## config.mk

```make
export PLATFORM = sky130hd
export DESIGN_NAME = z16_dmem_arbiter_flat
export DESIGN_NICKNAME = d
export VERILOG_FILES = /design/src/rtl/z16_dmem_arbiter_if.sv /design/src/rtl/z16_dmem_arbiter.sv /design/src/flat_wrapper.sv
export SDC_FILE = /design/constraint.sdc
export NUM_CORES = 1
export LEC_CHECK = 0
export ABC_AREA = 1
export BUFFER_PORTS_ARGS = -buffer_cell sky130_fd_sc_hd__buf_2
export CORE_MARGIN = 1
export CORE_UTILIZATION = 36
export CTS_CLUSTER_DIAMETER = 30
export DETAILED_ROUTE_END_ITERATION = 16
export PLACE_DENSITY = 0.86
export SYNTH_ARGS = -nofsm -noshare
export SYNTH_HDL_FRONTEND = slang
export SYNTH_SLANG_ARGS = --single-unit
export TNS_END_PERCENT = 100
```

## constraint.sdc

```tcl
create_clock -name i_clk -period 1.6 [get_ports i_clk]
set_clock_uncertainty 0.1 [all_clocks]
set_input_delay 0.08 -clock i_clk [delete_from_list [all_inputs] [get_ports i_clk]]
set_output_delay 0.08 -clock i_clk [all_outputs]
set_load 0.01 [all_outputs]
```

## src/rtl/z16_dmem_arbiter_if.sv

```systemverilog
`default_nettype none
// ============================================================================
// Module     : z16_dmem_arbiter_if
// Description: Bundle of the two requester ports and the data-memory port of
//              the Z16 data-memory arbiter.
//              slave  modport : the arbiter (consumes requests, drives memory)
//              master modport : requesters plus the memory read-data source
//              Requester signals : i_req*, i_lock*, i_wen*, i_addr*, i_wdata*
//              Return signals    : o_gnt*, o_rvalid*, o_rdata
//              Memory signals    : o_mem_addr, o_mem_wen, o_mem_wdata,
//                                  i_mem_rdata
// Revision   : 1.0 - initial release
// ============================================================================
interface z16_dmem_arbiter_if #(
    parameter int DATA_W = 16,
    parameter int ADDR_W = 16
);
    logic              i_req0;
    logic              i_req1;
    logic              i_lock0;
    logic              i_lock1;
    logic              i_wen0;
    logic              i_wen1;
    logic [ADDR_W-1:0] i_addr0;
    logic [ADDR_W-1:0] i_addr1;
    logic [DATA_W-1:0] i_wdata0;
    logic [DATA_W-1:0] i_wdata1;
    logic              o_gnt0;
    logic              o_gnt1;
    logic              o_rvalid0;
    logic              o_rvalid1;
    logic [DATA_W-1:0] o_rdata;
    logic [ADDR_W-1:0] o_mem_addr;
    logic              o_mem_wen;
    logic [DATA_W-1:0] o_mem_wdata;
    logic [DATA_W-1:0] i_mem_rdata;

    modport slave (
        input  i_req0, i_req1, i_lock0, i_lock1, i_wen0, i_wen1,
        input  i_addr0, i_addr1, i_wdata0, i_wdata1, i_mem_rdata,
        output o_gnt0, o_gnt1, o_rvalid0, o_rvalid1, o_rdata,
        output o_mem_addr, o_mem_wen, o_mem_wdata
    );

    modport master (
        output i_req0, i_req1, i_lock0, i_lock1, i_wen0, i_wen1,
        output i_addr0, i_addr1, i_wdata0, i_wdata1, i_mem_rdata,
        input  o_gnt0, o_gnt1, o_rvalid0, o_rvalid1, o_rdata,
        input  o_mem_addr, o_mem_wen, o_mem_wdata
    );
endinterface
`default_nettype wire

```

## src/rtl/z16_dmem_arbiter.sv

```systemverilog
`default_nettype none
// ============================================================================
// Module     : z16_dmem_arbiter
// Description: Shares the single Z16 data memory between requester 0 (CPU
//              load/store) and requester 1 (loader/debug DMA). At most one
//              access is granted per cycle (combinational grant); read data
//              is registered and returned one cycle after the grant. A
//              granted requester may lock the memory for a burst of at most
//              MAX_LOCK consecutive cycles.
//              Ports: i_clk, i_rst_n (async, active-low), bus (slave modport
//              of z16_dmem_arbiter_if: requester and memory signals).
//              Build option: Z16_DMEM_ARB_FIXED_PRIO_EN - when defined, idle
//              ties always go to port 0 instead of round-robin.
// Revision   : 1.0 - initial release
// ============================================================================
module z16_dmem_arbiter #(
    parameter int DATA_W   = 16,
    parameter int ADDR_W   = 16,
    parameter int MAX_LOCK = 8
) (
    input  wire logic            i_clk,
    input  wire logic            i_rst_n,
    z16_dmem_arbiter_if.slave    bus
);
    localparam int c_CNT_W = $clog2(MAX_LOCK) + 1;
    localparam logic [c_CNT_W-1:0] c_MAX_LOCK = c_CNT_W'(MAX_LOCK);

    typedef enum logic [1:0] {
        IDLE  = 2'd0,
        LOCK0 = 2'd1,
        LOCK1 = 2'd2
    } state_t;

    state_t              r_state;
    logic                r_last;      // index of the last granted port
    logic [c_CNT_W-1:0]  r_lock_cnt;  // grants already taken in this burst
    logic                r_rvalid0;
    logic                r_rvalid1;
    logic [DATA_W-1:0]   r_rdata;

    logic                w_gnt0;
    logic                w_gnt1;
    logic                w_tie0;
    logic                w_rd_gnt;
    logic [c_CNT_W-1:0]  w_cnt_nxt;

`ifdef Z16_DMEM_ARB_FIXED_PRIO_EN
    assign w_tie0 = 1'b1;
`else
    // Port 1 was served last -> port 0 takes the tie.
    assign w_tie0 = r_last;
`endif

    always_comb begin
        w_gnt0 = 1'b0;
        w_gnt1 = 1'b0;
        case (r_state)
            IDLE: begin
                if (bus.i_req0 && (!bus.i_req1 || w_tie0)) begin
                    w_gnt0 = 1'b1;
                end else if (bus.i_req1) begin
                    w_gnt1 = 1'b1;
                end
            end
            LOCK0:   w_gnt0 = bus.i_req0;
            LOCK1:   w_gnt1 = bus.i_req1;
            default: ;
        endcase
        // Grants are suppressed while reset is held so the memory sees no
        // stray access before the first clock edge after release.
        if (!i_rst_n) begin
            w_gnt0 = 1'b0;
            w_gnt1 = 1'b0;
        end
    end

    assign w_rd_gnt  = (w_gnt0 && !bus.i_wen0) || (w_gnt1 && !bus.i_wen1);
    // The burst including the current grant reaches w_cnt_nxt cycles; when
    // that equals MAX_LOCK this is the last cycle the lock may hold.
    assign w_cnt_nxt = r_lock_cnt + 1'b1;

    assign bus.o_gnt0      = w_gnt0;
    assign bus.o_gnt1      = w_gnt1;
    assign bus.o_mem_addr  = w_gnt0 ? bus.i_addr0  : (w_gnt1 ? bus.i_addr1  : '0);
    assign bus.o_mem_wen   = w_gnt0 ? bus.i_wen0   : (w_gnt1 && bus.i_wen1);
    assign bus.o_mem_wdata = w_gnt0 ? bus.i_wdata0 : (w_gnt1 ? bus.i_wdata1 : '0);
    assign bus.o_rvalid0   = r_rvalid0;
    assign bus.o_rvalid1   = r_rvalid1;
    assign bus.o_rdata     = r_rdata;

    always_ff @(posedge i_clk or negedge i_rst_n) begin
        if (!i_rst_n) begin
            r_state    <= IDLE;
            r_last     <= 1'b1;
            r_lock_cnt <= '0;
            r_rvalid0  <= 1'b0;
            r_rvalid1  <= 1'b0;
            r_rdata    <= '0;
        end else begin
            r_rvalid0 <= w_gnt0 && !bus.i_wen0;
            r_rvalid1 <= w_gnt1 && !bus.i_wen1;
            if (w_rd_gnt) begin
                r_rdata <= bus.i_mem_rdata;
            end
            if (w_gnt0) begin
                r_last <= 1'b0;
            end else if (w_gnt1) begin
                r_last <= 1'b1;
            end

            case (r_state)
                IDLE: begin
                    if (w_gnt0 && bus.i_lock0) begin
                        r_state    <= LOCK0;
                        r_lock_cnt <= c_CNT_W'(1);
                    end else if (w_gnt1 && bus.i_lock1) begin
                        r_state    <= LOCK1;
                        r_lock_cnt <= c_CNT_W'(1);
                    end
                end
                LOCK0: begin
                    if (!bus.i_req0 || !bus.i_lock0 || (w_cnt_nxt == c_MAX_LOCK)) begin
                        r_state    <= IDLE;
                        r_lock_cnt <= '0;
                        r_last     <= 1'b0;
                    end else begin
                        r_lock_cnt <= w_cnt_nxt;
                    end
                end
                LOCK1: begin
                    if (!bus.i_req1 || !bus.i_lock1 || (w_cnt_nxt == c_MAX_LOCK)) begin
                        r_state    <= IDLE;
                        r_lock_cnt <= '0;
                        r_last     <= 1'b1;
                    end else begin
                        r_lock_cnt <= w_cnt_nxt;
                    end
                end
                default: begin
                    r_state    <= IDLE;
                    r_lock_cnt <= '0;
                end
            endcase
        end
    end
endmodule
`default_nettype wire
```

## src/flat_wrapper.sv

```systemverilog
// flat-port wrapper written by rule: the top's interface ports become plain ports
module z16_dmem_arbiter_flat 
#(
    parameter int DATA_W   = 16,
    parameter int ADDR_W   = 16,
    parameter int MAX_LOCK = 8
)
  (i_clk, i_rst_n, bus_i_req0, bus_i_req1, bus_i_lock0, bus_i_lock1, bus_i_wen0, bus_i_wen1, bus_i_addr0, bus_i_addr1, bus_i_wdata0, bus_i_wdata1, bus_i_mem_rdata, bus_o_gnt0, bus_o_gnt1, bus_o_rvalid0, bus_o_rvalid1, bus_o_rdata, bus_o_mem_addr, bus_o_mem_wen, bus_o_mem_wdata);
  z16_dmem_arbiter_if #(.DATA_W(DATA_W), .ADDR_W(ADDR_W)) bus_i ();
  input  wire logic i_clk;
  input  wire logic i_rst_n;
  input wire logic [$bits(bus_i.i_req0)-1:0] bus_i_req0;
  input wire logic [$bits(bus_i.i_req1)-1:0] bus_i_req1;
  input wire logic [$bits(bus_i.i_lock0)-1:0] bus_i_lock0;
  input wire logic [$bits(bus_i.i_lock1)-1:0] bus_i_lock1;
  input wire logic [$bits(bus_i.i_wen0)-1:0] bus_i_wen0;
  input wire logic [$bits(bus_i.i_wen1)-1:0] bus_i_wen1;
  input wire logic [$bits(bus_i.i_addr0)-1:0] bus_i_addr0;
  input wire logic [$bits(bus_i.i_addr1)-1:0] bus_i_addr1;
  input wire logic [$bits(bus_i.i_wdata0)-1:0] bus_i_wdata0;
  input wire logic [$bits(bus_i.i_wdata1)-1:0] bus_i_wdata1;
  input wire logic [$bits(bus_i.i_mem_rdata)-1:0] bus_i_mem_rdata;
  output wire logic [$bits(bus_i.o_gnt0)-1:0] bus_o_gnt0;
  output wire logic [$bits(bus_i.o_gnt1)-1:0] bus_o_gnt1;
  output wire logic [$bits(bus_i.o_rvalid0)-1:0] bus_o_rvalid0;
  output wire logic [$bits(bus_i.o_rvalid1)-1:0] bus_o_rvalid1;
  output wire logic [$bits(bus_i.o_rdata)-1:0] bus_o_rdata;
  output wire logic [$bits(bus_i.o_mem_addr)-1:0] bus_o_mem_addr;
  output wire logic [$bits(bus_i.o_mem_wen)-1:0] bus_o_mem_wen;
  output wire logic [$bits(bus_i.o_mem_wdata)-1:0] bus_o_mem_wdata;
  assign bus_i.i_req0 = bus_i_req0;
  assign bus_i.i_req1 = bus_i_req1;
  assign bus_i.i_lock0 = bus_i_lock0;
  assign bus_i.i_lock1 = bus_i_lock1;
  assign bus_i.i_wen0 = bus_i_wen0;
  assign bus_i.i_wen1 = bus_i_wen1;
  assign bus_i.i_addr0 = bus_i_addr0;
  assign bus_i.i_addr1 = bus_i_addr1;
  assign bus_i.i_wdata0 = bus_i_wdata0;
  assign bus_i.i_wdata1 = bus_i_wdata1;
  assign bus_i.i_mem_rdata = bus_i_mem_rdata;
  assign bus_o_gnt0 = bus_i.o_gnt0;
  assign bus_o_gnt1 = bus_i.o_gnt1;
  assign bus_o_rvalid0 = bus_i.o_rvalid0;
  assign bus_o_rvalid1 = bus_i.o_rvalid1;
  assign bus_o_rdata = bus_i.o_rdata;
  assign bus_o_mem_addr = bus_i.o_mem_addr;
  assign bus_o_mem_wen = bus_i.o_mem_wen;
  assign bus_o_mem_wdata = bus_i.o_mem_wdata;
  z16_dmem_arbiter #(.DATA_W(DATA_W), .ADDR_W(ADDR_W), .MAX_LOCK(MAX_LOCK)) u_core (.i_clk(i_clk), .i_rst_n(i_rst_n), .bus(bus_i));
endmodule
```

==> flow_summary.json <==
{
  "status": "complete, but fails checks",
  "violations": "negative setup slack",
  "start_kind": "flop",
  "placed_cells": 478,
  "cap_violations": 0,
  "hp-class": "in -> reg",
  "synth_top_cell_area_share_pct": 34.1,
  "fp-row-count": 25,
  "avgViaCountPerCell": 5.03,
  "regToRegSetupSlack_ns": -0.22,
  "p_per_area_mw_per_mm2": 1220,
  "syn-instance-count": 267,
  "hold_viol": 0,
  "netlist_area_mm2": 0.00176,
  "synthFlopType": "dfrtp_1",
  "seq_area_frac_synth_pct": 35.6,
  "die_y_um": 72.0,
  "synth_cell_types": 23,
  "wire_per_inst_um": 15.4,
  "io_buffers": 140,
  "dp_hpwl_um": 4160,
  "routabilityCongestion": 0.823,
  "min-delay-start": "bus_i_wen0",
  "wirelength_um": 8050,
  "multi_input_area_mm2": 0.00137,
  "coreArea_mm2": 0.00472,
  "fin_util_pct": 76.1,
  "start_util_pct": 37.3,
  "setup_viol": 59,
  "postRouteAntennaNets": 0,
  "clock-sinks": 25,
  "fp.dieArea_mm2": 0.00518,
  "clk_path_buf_depth": 2,
  "arrival_ns": 1.81,
  "slew-limit-headroom_pct": 79.3,
  "tritoncts": "built",
  "dr.pass1.iters": 5,
  "synth.yosys.warnings": 0,
  "antenna_found_initial": 0,
  "critical_path_required_ns": 1.42,
  "cts_made_buffers": 3,
  "critical_path_class": "reg -> out",
  "syn_area_per_cell_um2": 6.60,
  "synthTopCellsByArea": "dfrtp_1 (34%), nand2_1 (27%), nand3_1 (18%), inv_1 (3.6%), ha_1 (3.5%)",
  "rsz0062_at_grt": "true",
  "num_antenna_cells": 0,
  "finalNonFillerCells": 524,
  "hold_depth": 3,
  "io_pins": 141,
  "worst_slack_ns": -0.390,
  "final_nets": 551,
  "maxSlewViolCount": 0,
  "holdPathEnd": "u_core.bus.o_rvalid0",
  "syn_nets": 360,
  "insertion_delay_ns": 0.27,
  "grt_pass1_wl_um": 9960,
  "htreeDepth": 1,
  "synthArstFlopShare_pct": 100,
  "grt_usage_pct": 24.1,
  "fin_crit_ns": 1.99,
  "timing.final.crit_share_pct": 124,
  "r2r-start": "u_core.r_last",
  "power_leakage_nw": 2.04,
  "reg2reg_depth": 12,
  "num_vias": 2637,
  "yosysMostFrequentCell": "nand2_1",
  "drc": 0,
  "drt_iter0_markers": 116,
  "fillers": 281,
  "synth_edf_count": 0,
  "regArea_um2": 628,
  "fmax_ghz": 0.502,
  "crit_fanout": 10,
  "syn2layout_area_growth_pct": 104,
  "cts_root_buf": "clkbuf_8",
  "power_mw": 4.40,
  "fp.dieW_um": 72.0,
  "synth-seq-cells": 25,
  "netlist_top_cells_count": "nand2_1 (125), nand3_1 (63), dfrtp_1 (24)",
  "rr_endpoint": "u_core.bus.o_rdata[10]",
  "crit_path_end_kind": "output pin",
  "clk_pin_slew_ns": 0.09,
  "tightest_slew_ns": 0.310,
  "grt_overflow_total": 0,
  "synth_top_area_cell": "dfrtp_1",
  "grt_pass1_vias": 2316,
  "ir_worst_vdd_mv": 0.969,
  "grt_max_degree": 25,
  "layout-drive-gt1-share_pct": 59.3
}
==> metrics by stage <==
step | hold WS, ns | cell area, µm² | setup TNS, ns | setup WS, ns
after floorplan | -0.316 | 1770 | -0.244 | -0.0122
after global placement | 0.0119 | 2600 | -1.03 | -0.0461
after detailed placement | 0.0205 | 2600 | -4.40 | -0.126
after CTS | 0.0636 | 3070 | -11.05 | -0.265
after global routing | 0.0459 | 3590 | -18.83 | -0.456
final | 0.0568 | 3590 | -15.18 | -0.390
==> worst max-delay path by stage <==
stage / from / to / slack (ns) / depth (start not counted)
final: u_core.r_last / bus_o_mem_addr[12] / -0.39 / 11
after global routing: u_core.r_state[1] / bus_o_mem_addr[12] / -0.46 / 10
after CTS: u_core.r_state[0] / bus_o_mem_addr[7] / -0.27 / 10
after detailed placement: u_core.r_state[1] / u_core.bus.o_rdata[9] / -0.13 / 10
after global placement: u_core.r_state[1] / u_core.bus.o_rdata[9] / -0.05 / 10
after floorplan: u_core.r_state[0] / bus_o_mem_addr[0] / -0.01 / 9
==> critical path, stage by stage (launching register included) <==
cell and delay, ns:
dfstp_2 0.56, inv_2 0.05, nand2_4 0.07, nand2_2 0.05, nand2_2 0.07, nand2_2 0.06
nand2_2 0.08, clkinv_4 0.12, clkbuf_16 0.19, nand3_1 0.08, nand2_1 0.06, buf_2 0.14
==> power by group <==
| part | internal [mW] | switching, mW | total [mW] |
|---|---|---|---|
| Combinational | 1.38 | 1.57 | 2.96 |
| Clock | 0.178 | 0.199 | 0.377 |
| Sequential | 0.890 | 0.173 | 1.06 |
==> registers in the layout (all words and copies together) (netlist names) <==
name	count
u_core.r_lock_cnt	4
u_core.r_last	1
u_core.bus.o_rdata	16
u_core.bus.o_rvalid1	1
u_core.r_state	2
u_core.bus.o_rvalid0	1
==> placed cells by master (no fill, tap or decap), types with 2 or more instances in the layout <==
master,n
nand4_1,3
nand2_4,8
inv_4,3
inv_2,4
ha_4,3
buf_8,3
inv_1,10
buf_2,136
nand3_4,3
nand2_8,4
buf_12,3
nand3_1,36
dlygate4sd3_1,17
clkbuf_8,3
nand2_1,87
nand3_2,24
buf_4,20
ha_1,2
buf_6,11
nand2_2,32
o21ai_2,2
clkbuf_16,4
nor2_1,3
dfrtp_1,23
==> logic make-up (layout without fill, tap and decap cells) <==
group	count (synthesis)	in the layout	share of synthesized area, %
simple gates	200	202	50.5
buf+inv	31	219	8.52
flops	25	25	35.6
compound gates	6	6	1.85
fa+ha+maj	5	5	3.55
==> final cells by class <==
| class | instances | share of cell area, % |
|---|---|---|
| multi-input combinational | 213 | 38.2 |
| timing repair buffer | 195 | 37.8 |
| sequential | 25 | 17.5 |
| inverter | 19 | 2.82 |
| tap | 67 | 2.33 |
| clock buffer | 4 | 1.25 |
| timing repair inverter | 1 | 0.174 |
==> routing by layer <==
layer / GRT usage [%] / vias up / part of all wire (%)
met5: 0 / - / 0
met4: 8.06 / 0 / 2.1
met3: 3.19 / 16 / 6.7
met2: 42.9 / 152 / 53
met1: 30.0 / 1233 / 38
li1: - / 1236 / -
==> repair_timing <==
action                                  4_1_cts  5_1_grt
pin swaps                                    25       20
endpoints found under the hold margin        41        0
resized for setup                            48       82
gates cloned                                  4        5
hold buffers                                 17        0
buffers inserted                              8        9
endpoints found under the setup margin       54       60
Power figures use the tool's default switching activity.
